<file path="src/rtl/display_pkg.sv">
// display_pkg: shared segment codes, FSM state type and BCD digit width.
//   SEG_BLANK  all segments off (active-low)
//   SEG_DASH   only segment g lit, shown on every digit when the value overflows
//   state_t    IDLE -> CONV -> LOAD
//   BCD_W      bits per BCD digit
package display_pkg;
    localparam logic [6:0] SEG_BLANK = 7'h7F;
    localparam logic [6:0] SEG_DASH  = 7'b0111111;
    localparam int         BCD_W     = 4;
    typedef enum logic [1:0] {IDLE, CONV, LOAD} state_t;
endpackage

</file>
<file path="src/rtl/bcd_dabble_seq.sv">
// bcd_dabble_seq: sequential double-dabble, one value bit per cycle for DATA_W cycles.
//   clk, rst_n  clock, synchronous active-low reset (aborts a running conversion)
//   start       in   1                load value, clear BCD and ovf, begin converting
//   value       in   DATA_W           unsigned binary input
//   done        out  1                high in the cycle that performs the final shift
//   bcd_out     out  NUM_DISPLAYS*4   BCD result, digit i at [i*4+:4]
//   ovf         out  1                sticky: a 1 was shifted out of the top digit
module bcd_dabble_seq
    import display_pkg::*;
#(
    parameter int NUM_DISPLAYS = 6,
    parameter int DATA_W       = 20
) (
    input  logic                        clk,
    input  logic                        rst_n,
    input  logic                        start,
    input  logic [DATA_W-1:0]           value,
    output logic                        done,
    output logic [NUM_DISPLAYS*BCD_W-1:0] bcd_out,
    output logic                        ovf
);
    localparam int BW = NUM_DISPLAYS * BCD_W;
    localparam int CW = $clog2(DATA_W + 1);

    logic [DATA_W-1:0] sh;
    logic [BW-1:0]     adj;
    logic [CW-1:0]     cnt;
    logic              run;

    assign done = run && (cnt == CW'(DATA_W - 1));

    always_comb begin
        adj = bcd_out;
        for (int i = 0; i < NUM_DISPLAYS; i++)
            adj[i*BCD_W+:BCD_W] = (bcd_out[i*BCD_W+:BCD_W] >= 4'd5) ? bcd_out[i*BCD_W+:BCD_W] + 4'd3
                                                                     : bcd_out[i*BCD_W+:BCD_W];
    end

    // A digit beyond the register can only be nonzero if some 1 passes through the top bit.
    always_ff @(posedge clk) begin
        if (!rst_n) begin
            sh      <= '0;
            bcd_out <= '0;
            ovf     <= 1'b0;
            cnt     <= '0;
            run     <= 1'b0;
        end else if (start) begin
            sh      <= value;
            bcd_out <= '0;
            ovf     <= 1'b0;
            cnt     <= '0;
            run     <= 1'b1;
        end else if (run) begin
            bcd_out <= {adj[BW-2:0], sh[DATA_W-1]};
            sh      <= sh << 1;
            ovf     <= ovf | adj[BW-1];
            cnt     <= cnt + 1'b1;
            run     <= !done;
        end
    end
endmodule

</file>
<file path="src/rtl/display_decoder.sv">
// display_decoder: BCD digit to active-low 7-segment pattern, bit order g..a.
//   digit  in   4  BCD digit; values 10..15 decode to blank
//   seg    out  7  segment pattern, 0 = segment lit
module display_decoder
    import display_pkg::*;
(
    input  logic [3:0] digit,
    output logic [6:0] seg
);
    always_comb begin
        seg = SEG_BLANK;
        case (digit)
            4'd0: seg = 7'h40;
            4'd1: seg = 7'h79;
            4'd2: seg = 7'h24;
            4'd3: seg = 7'h30;
            4'd4: seg = 7'h19;
            4'd5: seg = 7'h12;
            4'd6: seg = 7'h02;
            4'd7: seg = 7'h78;
            4'd8: seg = 7'h00;
            4'd9: seg = 7'h10;
            default: seg = SEG_BLANK;
        endcase
    end
endmodule

</file>
<file path="src/rtl/display_value_ctrl.sv">
// display_value_ctrl: handshake-fed binary value to multi-digit 7-segment display.
//   clk, rst_n   clock, synchronous active-low reset
//   in_valid     in   1               in_value is valid
//   in_ready     out  1               idle and able to accept a value
//   in_value     in   DATA_W          unsigned value to display
//   lz_blank     in   1               blank leading zeros, sampled at accept
//   blink_mask   in   NUM_DISPLAYS    per-digit blink enable (only with DISPLAY_BLINK_EN)
//   busy         out  1               conversion in progress
//   overflow     out  1               displayed value exceeded 10^NUM_DISPLAYS-1
//   display      out  NUM_DISPLAYS*7  active-low segments, digit i at [i*7+:7]
// Optional feature macro: DISPLAY_BLINK_EN (blink phase counter and blink_mask port).
module display_value_ctrl
    import display_pkg::*;
#(
    parameter int NUM_DISPLAYS = 6,
    parameter int DATA_W       = 20,
    parameter int BLINK_DIV    = 25_000_000
) (
    input  logic                      clk,
    input  logic                      rst_n,
    input  logic                      in_valid,
    output logic                      in_ready,
    input  logic [DATA_W-1:0]         in_value,
    input  logic                      lz_blank,
`ifdef DISPLAY_BLINK_EN
    input  logic [NUM_DISPLAYS-1:0]   blink_mask,
`endif
    output logic                      busy,
    output logic                      overflow,
    output logic [NUM_DISPLAYS*7-1:0] display
);
    state_t                          state;
    logic                            lz_q;
    logic                            done;
    logic                            ovf;
    logic [NUM_DISPLAYS*BCD_W-1:0]   bcd;
    logic [NUM_DISPLAYS*7-1:0]       seg_dec;
    logic [NUM_DISPLAYS*7-1:0]       disp_next;
    logic [NUM_DISPLAYS*7-1:0]       disp_q;

    wire accept = in_valid && in_ready;

    assign in_ready = rst_n && (state == IDLE);
    assign busy     = (state != IDLE);

    bcd_dabble_seq #(.NUM_DISPLAYS(NUM_DISPLAYS), .DATA_W(DATA_W)) u_dabble (
        .clk     (clk),
        .rst_n   (rst_n),
        .start   (accept),
        .value   (in_value),
        .done    (done),
        .bcd_out (bcd),
        .ovf     (ovf)
    );

    for (genvar g = 0; g < NUM_DISPLAYS; g++) begin : g_dec
        display_decoder u_dec (.digit(bcd[g*BCD_W+:BCD_W]), .seg(seg_dec[g*7+:7]));
    end

    // Scanning from the top digit, a digit is shown once any digit at or above it is nonzero;
    // digit 0 is always shown so a zero value still displays '0'.
    always_comb begin
        logic shown;
        shown     = 1'b0;
        disp_next = '0;
        for (int i = NUM_DISPLAYS - 1; i >= 0; i--) begin
            shown = shown || (bcd[i*BCD_W+:BCD_W] != 4'd0) || (i == 0);
            disp_next[i*7+:7] = ovf ? SEG_DASH : (lz_q && !shown) ? SEG_BLANK : seg_dec[i*7+:7];
        end
    end

    always_ff @(posedge clk) begin
        if (!rst_n) begin
            state    <= IDLE;
            lz_q     <= 1'b0;
            disp_q   <= {NUM_DISPLAYS{SEG_BLANK}};
            overflow <= 1'b0;
        end else begin
            case (state)
                IDLE: if (accept) begin
                    state <= CONV;
                    lz_q  <= lz_blank;
                end
                CONV: if (done) state <= LOAD;
                LOAD: begin
                    state    <= IDLE;
                    disp_q   <= disp_next;
                    overflow <= ovf;
                end
                default: state <= IDLE;
            endcase
        end
    end

`ifdef DISPLAY_BLINK_EN
    localparam int CW = (BLINK_DIV > 1) ? $clog2(BLINK_DIV) : 1;
    logic [CW-1:0]             blink_cnt;
    logic                      phase_on;
    logic [NUM_DISPLAYS*7-1:0] disp_out;

    wire wrap = (blink_cnt == CW'(BLINK_DIV - 1));

    // Blanking sits after the load register, so mask/phase changes show one cycle later.
    always_ff @(posedge clk) begin
        if (!rst_n) begin
            blink_cnt <= '0;
            phase_on  <= 1'b1;
            disp_out  <= {NUM_DISPLAYS{SEG_BLANK}};
        end else begin
            blink_cnt <= wrap ? '0 : blink_cnt + 1'b1;
            phase_on  <= wrap ? !phase_on : phase_on;
            for (int i = 0; i < NUM_DISPLAYS; i++)
                disp_out[i*7+:7] <= (!phase_on && blink_mask[i]) ? SEG_BLANK : disp_q[i*7+:7];
        end
    end

    assign display = disp_out;
`else
    assign display = disp_q;
`endif
endmodule

</file>
<file path="config.mk">
export PLATFORM = sky130hd
export DESIGN_NAME = display_value_ctrl
export DESIGN_NICKNAME = d
export VERILOG_FILES = /design/src/rtl/display_pkg.sv /design/src/rtl/bcd_dabble_seq.sv /design/src/rtl/display_decoder.sv /design/src/rtl/display_value_ctrl.sv
export SDC_FILE = /design/constraint.sdc
export NUM_CORES = 1
export LEC_CHECK = 0
export CORE_MARGIN = 4
export CORE_UTILIZATION = 30
export DETAILED_ROUTE_END_ITERATION = 10
export GPL_ROUTABILITY_DRIVEN = 0
export PLACE_DENSITY = 0.54
export SLEW_MARGIN = 20
export SYNTH_ARGS = -nofsm -noshare
export SYNTH_HDL_FRONTEND = slang
export SYNTH_SLANG_ARGS = --single-unit
</file>
<file path="constraint.sdc">
create_clock -name clk -period 3.32 [get_ports clk]
set_input_delay 0.498 -clock clk [delete_from_list [all_inputs] [get_ports clk]]
set_output_delay 0.498 -clock clk [all_outputs]
set_load 0.02 [all_outputs]
</file>
==> results.md <==
| Stage | Result | This run |
|:---|:---|:---|
| timing | Fmax | 0.3538 GHz |
| cells and area | FILL cells | 2202 |
| yosys | Nets in the synthesized netlist | 832 |
| routing | Starting DRC count in detailed routing | 297 |
| timing | Worst slew pin tran | 683.3 ps |
| hold path | Type of the most critical hold path | flop to flop |
| yosys | Post-synthesis simple-gate area fraction | 0.1819 |
| yosys | Compound-Gate Fraction of Synth Area | 0.2064 |
| die | Count of standard-cell rows | 54 |
| cells and area | Reg area | 2784 um^2 |
| clocking | Worst skew pair latency | 420 ps |
| worst setup path | Slowest cell on the critical path | sky130_fd_sc_hd__or4_1 |
| power and ir drop | Proportion of power drawn by combinational gates | 0.077 |
| worst setup path | Maximum net fanout on the critical path | 6 |
| power and ir drop | Sw Share | 0.2467 |
| place | Half-perimeter wire length after placement | 11020 um |
| worst setup path | Category of the worst setup path launch point | flop |
| power and ir drop | Static power due to leakage | 3.247 nW |
| worst setup path | Number of buffer and inverter instances along the worst setup path | 2 |
| yosys | Top post-synthesis cells by count | sky130_fd_sc_hd__dfxtp_1 (139), sky130_fd_sc_hd__nand2_1 (63), sky130_fd_sc_hd__nor2_1 (60) |
| die | I/O pin total | 69 |
| yosys | Top area cells in the synthesized netlist | sky130_fd_sc_hd__dfxtp_1 (41%), sky130_fd_sc_hd__ha_1 (8.8%), sky130_fd_sc_hd__mux2i_1 (3.8%) |
| yosys | Xor and xnor area share after synthesis | 0.005145 |
| clocking | Max Buffers Root-to-Sink | 2 |
| clocking | Cts bufs inserted | 17 |
| yosys | Leading cell type by number of instances after synthesis | sky130_fd_sc_hd__dfxtp_1 |
| timing | RSZ-0062 raised after global routing | no |
| clocking | Clock net sink count | 139 |
| die | Die width | 158.7 um |
| die | Die Y | 158.7 um |
| worst setup path | Data required time of the critical path | 3610 ps |
| timing | Count of final setup violators | 0 |
| global route | Maximum number of pins on one net before global-route repair | 51 |
| worst setup path | Worst EP arrival | 3110 ps |
| yosys | Netlist cell types | 71 |
| global route | GRT Residual Overflow | 0 |
| worst setup path | Cell chain of the critical path | inv_1, ha_1, nand2b_1, a2111o_1, a31oi_2, inv_1, ha_1, or4_1, o21ai_0, nor3_1 |
| yosys | Largest family of logic cells by synthesized area | compound AO/OA/AOI/OAI gates |
| cells and area | Proportion of layout cells with a drive suffix above 1 | 0.09771 |
| power and ir drop | Power spent charging and discharging nets | 995.2 uW |
| power and ir drop | P_int | 3.039 mW |
| timing | Hold Vio Cnt, Final | 0 |
| routing | Wire length after detailed routing | 15820 um |
| global route | Wire length of the first global-routing pass | 25670 um |
| cells and area | Area overhead of the layout relative to synthesis | 22.20% |
| yosys | Share of the synthesized area in the top cell type | 0.4087 |
| timing | Max-slew violation total from the final report | 0 |
| cells and area | ANT cells | 0 |
| timing | Clock Skews | 11.64 ps |
| yosys | Number of cells produced by synthesis | 760 |
| yosys | Number of synthesized register bits | 139 |
| worst setup path | Dominant delay contributor by cell family on the critical path | compound AO/OA/AOI/OAI gates |
| die | Starting density of the core | 0.3082 |
| yosys | Avg Synthesized Cell Area | 8.959 um^2 |
| yosys | Proportion of synthesized chip area in sequential cells | 0.4087 |
| global route | Number of antenna violations at the first check in global routing | 0 |
| cells and area | Multi-input gate area in the final layout | 3580 um^2 |
| run | Maxcap violations | 0 |
| clocking | Post-CTS resize count | 0 |
| clocking | CTS Root Buffer Type | sky130_fd_sc_hd__clkbuf_16 |
| yosys | Commonest register cell after synthesis | sky130_fd_sc_hd__dfxtp_1 |
| die | Die ar. | 25170 um^2 |
| worst setup path | Longest individual stage delay on the worst path | 510 ps |
| timing | Post-route fraction of the period consumed by the critical path | 0.8514 |
| clocking | Number of hold buffers added after CTS | 0 |
| routing | Via count of the routed design | 5406 |
| cells and area | Fin cells | 1109 |
| power and ir drop | Fraction of power consumed by sequential logic | 0.433 |
| clocking | TritonCTS clock tree | yes |
| clocking | Post-CTS Repair Setup Buffers | 0 |
| yosys | Fraction of synthesized area in multiplexers | 0.04318 |
| routing | Detail Route Antenna Nets | 0 |
| yosys | Count of warnings emitted by yosys | 0 |
| worst setup path | Type of element capturing the critical path | flop |
| power and ir drop | Peak ir drop on the vdd network | 0.3065 mV |
| yosys | Cell type with the highest aggregate area in the netlist | sky130_fd_sc_hd__dfxtp_1 |
| run status | Result of the run | completed |
| cells and area | Layout Nets | 888 |
| yosys | Post-synthesis adder-cell area fraction | 0.08820 |
| worst setup path | Crit path kind | flop to flop |
| timing | Post-route minimum period | 2826 ps |
| global route | Via count of the first global-routing pass | 4997 |
| global route | Overall track demand over capacity in global routing | 0.1274 |
| place | Dpl cells | 1077 |
| power and ir drop | Power density over cell area | 484.9 nW/um^2 |
| yosys | Fraction of synthesis flops using an asynchronous set or reset pin | 0 |
| yosys | Post-synthesis cell area | 6809 um^2 |
| routing | Number of remaining DRC errors | 0 |
| yosys | Number of synthesized flops with an enable pin | 0 |
| place | Number of I/O port buffers | 68 |
| clocking | CTS H-tree depth | 4 |
| routing | Vias per std cell | 4.875 |
| die | CORE AREA | 22090 um^2 |
| routing | TritonRoute pass-1 iters | 4 |
| routing | DR WL/cell | 14.26 um |
| power and ir drop | Portion of total power attributed to the clock network | 0.491 |
| timing | Setup TNS after final layout | 0 ps |
| timing | Slew HR | 0.5424 |
| clocking | Clk slew on worst S/H paths | 70 ps |
## registers in the layout, indices dropped and copies added, names as in the netlist
signal / cells
display: 42
g_dec.u_dec.seg: 42
lz_q: 1
overflow: 1
state: 2
u_dabble.bcd_out: 24
u_dabble.cnt: 5
u_dabble.ovf: 1
u_dabble.run: 1
u_dabble.sh: 20
## stage by stage
step | area (um^2) | hold slack [ps] | utilization | setup WS [ps] | power, mW
global placement | 7706 | 420.5 | 0.3488 | 330.9 | 2.092
finish | 8320 | 433.4 | 0.3766 | 493.5 | 4.034
detailed placement | 7706 | 427.1 | 0.3488 | 323.0 | 2.092
floorplan | 6809 | 417.9 | - | 756.1 | 2.003
CTS | 8320 | 432.9 | 0.3766 | 511.2 | 4.095
global route | 8320 | 459.7 | 0.3766 | 294.5 | 4.202
## cells in the final DEF, fill, tap and decap left out, types with 8 or more instances in the layout
cell,Yosys,final
sky130_fd_sc_hd__a31oi_1,18,18
sky130_fd_sc_hd__o21ai_0,35,35
sky130_fd_sc_hd__nand3_1,11,11
sky130_fd_sc_hd__nand2b_1,19,19
sky130_fd_sc_hd__o22ai_1,25,25
sky130_fd_sc_hd__a21oi_1,32,31
sky130_fd_sc_hd__nand2_1,63,63
sky130_fd_sc_hd__ha_1,48,48
sky130_fd_sc_hd__nor2b_1,11,10
sky130_fd_sc_hd__nor3_1,28,28
sky130_fd_sc_hd__and3_1,8,8
sky130_fd_sc_hd__clkdlybuf4s50_1,0,68
sky130_fd_sc_hd__nor2_1,60,60
sky130_fd_sc_hd__a211oi_1,20,20
sky130_fd_sc_hd__buf_4,4,16
sky130_fd_sc_hd__a22oi_1,9,9
sky130_fd_sc_hd__dfxtp_1,139,138
sky130_fd_sc_hd__mux2i_1,26,26
sky130_fd_sc_hd__clkbuf_16,0,17
sky130_fd_sc_hd__inv_1,49,49
## power by group through the flow
stage | Sequential (mW) | Combinational [mW] | Clock (mW)
3_5_place_dp | 1.78 | 0.310 | 0
6_report | 1.74 | 0.310 | 1.98
2_1_floorplan | 1.77 | 0.230 | 0
5_1_grt | 1.75 | 0.346 | 2.11
4_1_cts | 1.74 | 0.313 | 2.04
3_3_place_gp | 1.78 | 0.310 | 0
## worst paths after layout
path / startpoint / to / slack, ps / cells past startpoint
setup / recovery: u_dabble.bcd_out[17] / g_dec[4].u_dec.seg[0] / 490 / 10
hold / removal: g_dec[2].u_dec.seg[4] / display[18] / 430 / 2
hold reg to reg: g_dec[2].u_dec.seg[4] / display[18] / 430 / 2
setup reg to reg: u_dabble.bcd_out[17] / g_dec[4].u_dec.seg[0] / 490 / 10
## metal layers
metal	part of all wire	global-route usage	vias to the layer above
met5	0	0	-
met4	0.015	0.04955	0
met3	0.038	0.03071	9
met2	0.45	0.1951	90
met1	0.49	0.1733	2471
li1	-	-	2836
## cell type report
| type | count | share of cell area |
|---|---|---|
| clock buffers | 17 | 0.05113 |
| clock inverters | 15 | 0.02271 |
| inverters | 51 | 0.02301 |
| multi-input cells | 523 | 0.4302 |
| flip-flops and latches | 139 | 0.3346 |
| well taps | 280 | 0.04211 |
| repair buffers | 84 | 0.09624 |
## worst reg2reg max path, cell delays in order (launching register included)
cell and delay (ps):
sky130_fd_sc_hd__dfxtp_1 390, sky130_fd_sc_hd__inv_1 100, sky130_fd_sc_hd__ha_1 220, sky130_fd_sc_hd__nand2b_1 170, sky130_fd_sc_hd__a2111o_1 450, sky130_fd_sc_hd__a31oi_2 290, sky130_fd_sc_hd__inv_1 140, sky130_fd_sc_hd__ha_1 230
sky130_fd_sc_hd__or4_1 510, sky130_fd_sc_hd__o21ai_0 120, sky130_fd_sc_hd__nor3_1 80
## logic make-up after synthesis
group           count (synthesis)
simple gates                  244
compound gates                198
flops                         139
buf+inv                        98
fa+ha+maj                      48
mux                            29
xor+xnor                        4
Power figures use the tool's default switching activity.
